$ cat src/rtl/serial_adder_pkg.sv
// Shared definitions for the bit-serial ADD path: FSM encodings and the ALU default width.
package serial_adder_pkg;

  localparam int ALU_WIDTH = 16;

  typedef enum logic [1:0] {
    ST_IDLE = 2'b00,
    ST_RUN  = 2'b01,
    ST_DONE = 2'b10
  } state_e;

endpackage

$ cat src/rtl/serial_adder_if.sv
// Request/result bundle between the datapath sequencer (master) and the serial adder (slave).
interface serial_adder_if
  import serial_adder_pkg::*;
#(
  parameter int N = ALU_WIDTH
);

  logic         start;
  logic [N-1:0] a;
  logic [N-1:0] b;
  logic         busy;
  logic         done;
  logic [N-1:0] sum;
  logic         carry_out;
  logic         overflow;

  modport master (
    output start, a, b,
    input  busy, done, sum, carry_out, overflow
  );

  modport slave (
    input  start, a, b,
    output busy, done, sum, carry_out, overflow
  );

endinterface

$ cat src/rtl/serial_adder_full_adder_bit.sv
// Single full-adder cell; the serial adder pushes one operand bit pair through it per clock.
module full_adder_bit (
  input  logic x,
  input  logic y,
  input  logic c_in,
  output logic s,
  output logic c_out
);

  assign s     = x ^ y ^ c_in;
  assign c_out = (x & y) | (c_in & (x ^ y));

endmodule

$ cat src/rtl/serial_adder.sv
// Bit-serial N-bit adder: latches a/b on start, adds one bit per clock LSB first,
// then presents sum, unsigned carry and signed overflow with a one-cycle done pulse.
module serial_adder
  import serial_adder_pkg::*;
#(
  parameter int N = ALU_WIDTH
) (
  input  logic           clk,
  input  logic           rst,
  serial_adder_if.slave  bus
);

  localparam int CW = $clog2(N);

  state_e        state_r;
  logic [N-1:0]  a_sh_r;
  logic [N-1:0]  b_sh_r;
  // Holds the N-1 lower sum bits already produced; the last bit comes straight from the cell.
  logic [N-2:0]  acc_r;
  logic          carry_r;
  logic [CW-1:0] cnt_r;
  logic          busy_r;
  logic          done_r;
  logic [N-1:0]  sum_r;
  logic          carry_out_r;
  logic          overflow_r;

  logic          bit_sum_s;
  logic          bit_carry_s;
  logic [N-1:0]  acc_nxt_s;

  full_adder_bit u_fa (
    .x     (a_sh_r[0]),
    .y     (b_sh_r[0]),
    .c_in  (carry_r),
    .s     (bit_sum_s),
    .c_out (bit_carry_s)
  );

  assign acc_nxt_s = {bit_sum_s, acc_r};

  // Control FSM, operand shifters, bit counter and result registers.
  always_ff @(posedge clk) begin
    if (rst) begin
      state_r     <= ST_IDLE;
      a_sh_r      <= {N{1'b0}};
      b_sh_r      <= {N{1'b0}};
      acc_r       <= {(N-1){1'b0}};
      carry_r     <= 1'b0;
      cnt_r       <= {CW{1'b0}};
      busy_r      <= 1'b0;
      done_r      <= 1'b0;
      sum_r       <= {N{1'b0}};
      carry_out_r <= 1'b0;
      overflow_r  <= 1'b0;
    end else begin
      case (state_r)
        // DONE behaves like IDLE for accepting work, which gives back-to-back throughput.
        ST_IDLE, ST_DONE: begin
          done_r <= 1'b0;
          if (bus.start) begin
            a_sh_r  <= bus.a;
            b_sh_r  <= bus.b;
            acc_r   <= {(N-1){1'b0}};
            carry_r <= 1'b0;
            cnt_r   <= {CW{1'b0}};
            busy_r  <= 1'b1;
            state_r <= ST_RUN;
          end else begin
            busy_r  <= 1'b0;
            state_r <= ST_IDLE;
          end
        end
        ST_RUN: begin
          a_sh_r  <= {1'b0, a_sh_r[N-1:1]};
          b_sh_r  <= {1'b0, b_sh_r[N-1:1]};
          acc_r   <= acc_nxt_s[N-1:1];
          carry_r <= bit_carry_s;
          if (cnt_r == CW'(N-1)) begin
            // carry_r here is the carry into the MSB, so XOR with its carry-out gives signed overflow.
            sum_r       <= acc_nxt_s;
            carry_out_r <= bit_carry_s;
            overflow_r  <= carry_r ^ bit_carry_s;
            done_r      <= 1'b1;
            busy_r      <= 1'b0;
            cnt_r       <= {CW{1'b0}};
            state_r     <= ST_DONE;
          end else begin
            done_r  <= 1'b0;
            busy_r  <= 1'b1;
            cnt_r   <= cnt_r + CW'(1);
            state_r <= ST_RUN;
          end
        end
        default: begin
          done_r  <= 1'b0;
          busy_r  <= 1'b0;
          state_r <= ST_IDLE;
        end
      endcase
    end
  end

  assign bus.busy      = busy_r;
  assign bus.done      = done_r;
  assign bus.sum       = sum_r;
  assign bus.carry_out = carry_out_r;
  assign bus.overflow  = overflow_r;

endmodule

$ cat src/flat_wrapper.sv
// flat-port wrapper written by rule: the top's interface ports become plain ports
module serial_adder_flat import serial_adder_pkg::*;
#(
  parameter int N = ALU_WIDTH
)
  (clk, rst, bus_start, bus_a, bus_b, bus_busy, bus_done, bus_sum, bus_carry_out, bus_overflow);
  serial_adder_if #(.N(N)) bus_i ();
  input  logic clk;
  input  logic rst;
  input wire logic [$bits(bus_i.start)-1:0] bus_start;
  input wire logic [$bits(bus_i.a)-1:0] bus_a;
  input wire logic [$bits(bus_i.b)-1:0] bus_b;
  output wire logic [$bits(bus_i.busy)-1:0] bus_busy;
  output wire logic [$bits(bus_i.done)-1:0] bus_done;
  output wire logic [$bits(bus_i.sum)-1:0] bus_sum;
  output wire logic [$bits(bus_i.carry_out)-1:0] bus_carry_out;
  output wire logic [$bits(bus_i.overflow)-1:0] bus_overflow;
  assign bus_i.start = bus_start;
  assign bus_i.a = bus_a;
  assign bus_i.b = bus_b;
  assign bus_busy = bus_i.busy;
  assign bus_done = bus_i.done;
  assign bus_sum = bus_i.sum;
  assign bus_carry_out = bus_i.carry_out;
  assign bus_overflow = bus_i.overflow;
  serial_adder #(.N(N)) u_core (.clk(clk), .rst(rst), .bus(bus_i));
endmodule
$ cat config.mk
export PLATFORM = sky130hd
export DESIGN_NAME = serial_adder_flat
export DESIGN_NICKNAME = d
export VERILOG_FILES = /design/src/rtl/serial_adder_pkg.sv /design/src/rtl/serial_adder_if.sv /design/src/rtl/serial_adder_full_adder_bit.sv /design/src/rtl/serial_adder.sv /design/src/flat_wrapper.sv
export SDC_FILE = /design/constraint.sdc
export NUM_CORES = 1
export LEC_CHECK = 0
export CORE_AREA = 8 8 120 100
export DETAILED_ROUTE_END_ITERATION = 10
export DIE_AREA = 0 0 128 108
export SLEW_MARGIN = 40
export SYNTH_ARGS = -nofsm -noshare
export SYNTH_HDL_FRONTEND = slang
export SYNTH_SLANG_ARGS = --single-unit
export TNS_END_PERCENT = 10
$ cat constraint.sdc
create_clock -name clk -period 1.42 [get_ports clk]
set_clock_uncertainty 0.1 [all_clocks]
set_input_delay 0.213 -clock clk [delete_from_list [all_inputs] [get_ports clk]]
set_output_delay 0.213 -clock clk [all_outputs]
set_load 0.02 [all_outputs]
==> results.ini <==
[floorplanning]
fp.coreArea_um2=9992
die-height_um=108
pin_count=55
floorplan.initialDensity_pct=29.14
die_w_um=128
die_area_um2=13820
rows=33

[placement]
io_buf_count=54
dpl.cell_count=522
pre_cts_ws_ps=-291.2
gp_congestion=0.7461
place.detailed.hpwl_um=5060

[worst_hold_path]
worst_hold_path_type=input pin to flop
worstHoldPathCells=2

[critical_path]
reg2reg_depth=5
timing.setup.critical_path_class=flop to flop
worst-endpoint-required_ps=1580
end_kind=flop
cp-start-kind=flop
worst-endpoint-arrival_ps=1700
critical_path.max_fanout=2

[drt]
ant_nets=0
wl_met2_um=3311
pre_antenna_drt_iters=4
num_vias=2505
avgRoutedWirePerCell_um=13.75
top_signal_layer_used=met4
routed_via_density=4.656
detailedRoute.firstIterationViolations=152
m1WireLength_um=3638
dr_wl_met3_um=418
drc=0
wirelength_um=7398

[global_route]
overflow=0
grt_max_degree=51
antenna_found_initial=0
grt_pass1_wl_um=12390
globalRouteTotalUtil_pct=10.99
vias_in_the_first_global_route=2558

[sta]
holdWs_ps=137.8
finalHoldViolCount=0
min_setup_slack_post_route_ps=-125.4
finalWorstPathRequiredPeriod_ps=1545
final.period_utilization_pct=108.8
timing.fmax_mhz=647.1
timing.slew.headroom_pct=83.32
setup_viol=2
tightestPinTransition_ps=248.4
timing_max_transition_violations_final=0
rsz0062_at_grt=yes

[synthesis]
synthCells=332
postSynthAreaPerCell_um2=8.770
synth-main-ff-cell=dfxtp_1
ys_warn_count=0
ys_seq_area_share_pct=50.19
synth.largest_area_cell=dfxtp_1
synthArstFlopShare_pct=0
synth_enable_flop_cells=0
yosysTopAreaCellShare_pct=50.19
yosys.cell_types.count=35
synthesis.nets=369
synth.ff_latch_count=73
netlist_top_cells_area=dfxtp_1 50%, nand2_1 10%, a311oi_1 9.0%
mappedNetlistArea_um2=2912

[cts]
tritoncts_clock_tree=done
cts_root_buffer=clkbuf_16
cts-htree-levels=3
tritoncts_num_sinks=73
clock_path_buffers=2
cts_made_buffers=9
ctsHoldBuffers=0
clk_pin_slew_worst_paths_ps=60
clock_latency_on_the_worst_skew_pair_ps=320

[pwr]
ir_worst_vdd_uv=597.6
power_leakage_nw=1.645
power.share.sequential_pct=39.5
pwr-share-comb_pct=10.0
switching_power_mw=1.175
pwr_density_nw_per_um2=1349
internal-power_mw=4.402
clockPowerShare_pct=50.5
p_sw_share_pct=21.07
p_total_mw=5.577

[status]
status=complete, but fails checks
violations=setup timing

[cells_and_area]
final_net_count=430
diode_count=0
share_of_layout_cells_above_drive_strength_1_pct=17.09
syn_to_final_growth_pct=41.94
finished_layout_cells=538
final_util_pct=41.36

[job]
maxCapViolCount=0

## flip-flops by register name, indices dropped and copies added, names as in the netlist, 2 cells and up
register / flops
u_core.cnt_r: 4
u_core.a_sh_r: 16
u_core.bus.sum: 16
u_core.b_sh_r: 16
u_core.state_r: 2
u_core.acc_r: 15
## final cells by class
cell class / instances / area, µm²
inverters: 5 / 18.77
multi-input cells: 225 / 1303
clock buffers: 11 / 252.7
well taps: 140 / 175.2
repair buffers: 79 / 790.8
clock inverters: 5 / 125.1
fillers: 1013 / 5859
flip-flops and latches: 73 / 1468
## power groups by stage
| stage | Sequential [mW] | Combinational (mW) | Clock, mW |
|---|---|---|---|
| floorplan | 2.23 | 0.312 | 0 |
| global placement | 2.24 | 0.547 | 0 |
| detailed placement | 2.24 | 0.558 | 0 |
| CTS | 2.20 | 0.565 | 2.88 |
| global route | 2.21 | 0.619 | 2.95 |
| finish | 2.20 | 0.560 | 2.81 |
## per-stage QoR
stage | instance area, µm² | TNS, ps
floorplan | 2918 | -509.7
CTS | 4126 | -192.0
detailed placement | 3760 | -8707
global route | 4133 | -490.6
finish | 4133 | -173.3
global placement | 3760 | -6953
## worst paths after layout
| kind | startpoint | to | slack, ps |
|---|---|---|---|
| setup reg to reg | u_core.carry_r | u_core.bus.overflow | -130 |
| hold reg to reg | u_core.acc_r[0] | u_core.acc_r[0] | 370 |
| setup / recovery | u_core.carry_r | u_core.bus.overflow | -130 |
| hold / removal | rst | u_core.cnt_r[1] | 140 |
## critical path, cell delays in order, from the launching register on
cell and delay, ps:
dfxtp_2 330, inv_2 40, fa_2 380, xor2_1 140, or4_1 400, o21ai_1 80
## placed cells by master (no fill, tap or decap), types with 2 or more instances in the layout
cell type        Yosys  layout
a22o_1               7       7
buf_4                4      17
clkbuf_16            0       9
buf_12               0       7
clkbuf_8             0       2
a22o_2               9       9
a21oi_1             21      21
nand2b_2             0       2
dlygate4sd2_1        0      19
nand2_1             81      81
dfxtp_2              0       5
bufinv_16            0       4
nand3_1             22      22
inv_2                0       3
inv_1                5       2
dfxtp_1             73      68
nand2b_1             4       2
clkdlybuf4s50_1      0      33
nor2_1              31      31
a311oi_1            30      30
## cell usage after synthesis, types with 2 or more instances
cell type and n:
nand2_1 81, dfxtp_1 73, nor2_1 31, a311oi_1 30
nand3_1 22, a21oi_1 21, buf_2 15, a22o_2 9
a22o_1 7, clkbuf_1 5, inv_1 5, buf_4 4
nand2b_1 4, buf_1 3, o21ai_0 2
## repair_timing
item	in CTS	in global routing
setup buffers	0	0
endpoints found under the setup margin	23	9
pin swaps	0	1
resized for setup	26	5
## cells by family (layout without fill, tap and decap cells)
group                      after synthesis  count (layout)  share of synthesized area, %
AOI/OAI and AO/OA                       73              73                         19.85
xor gates and xnor gates                 1               1                        0.3009
adders and majority gates                2               2                         1.117
buffers and inverters                   34             100                         5.844
DFF                                     73              73                         50.19
muxes                                    1               1                        0.3867
and+or+nand+nor                        148             148                         22.30
## metal layers
layer	GRT usage (%)	up-vias
met4	4.318	0
met2	16.89	54
li1	-	1287
met1	14.06	1159
met3	3.591	5
met5	0	-
No activity file was read; power rests on OpenSTA's default activity.
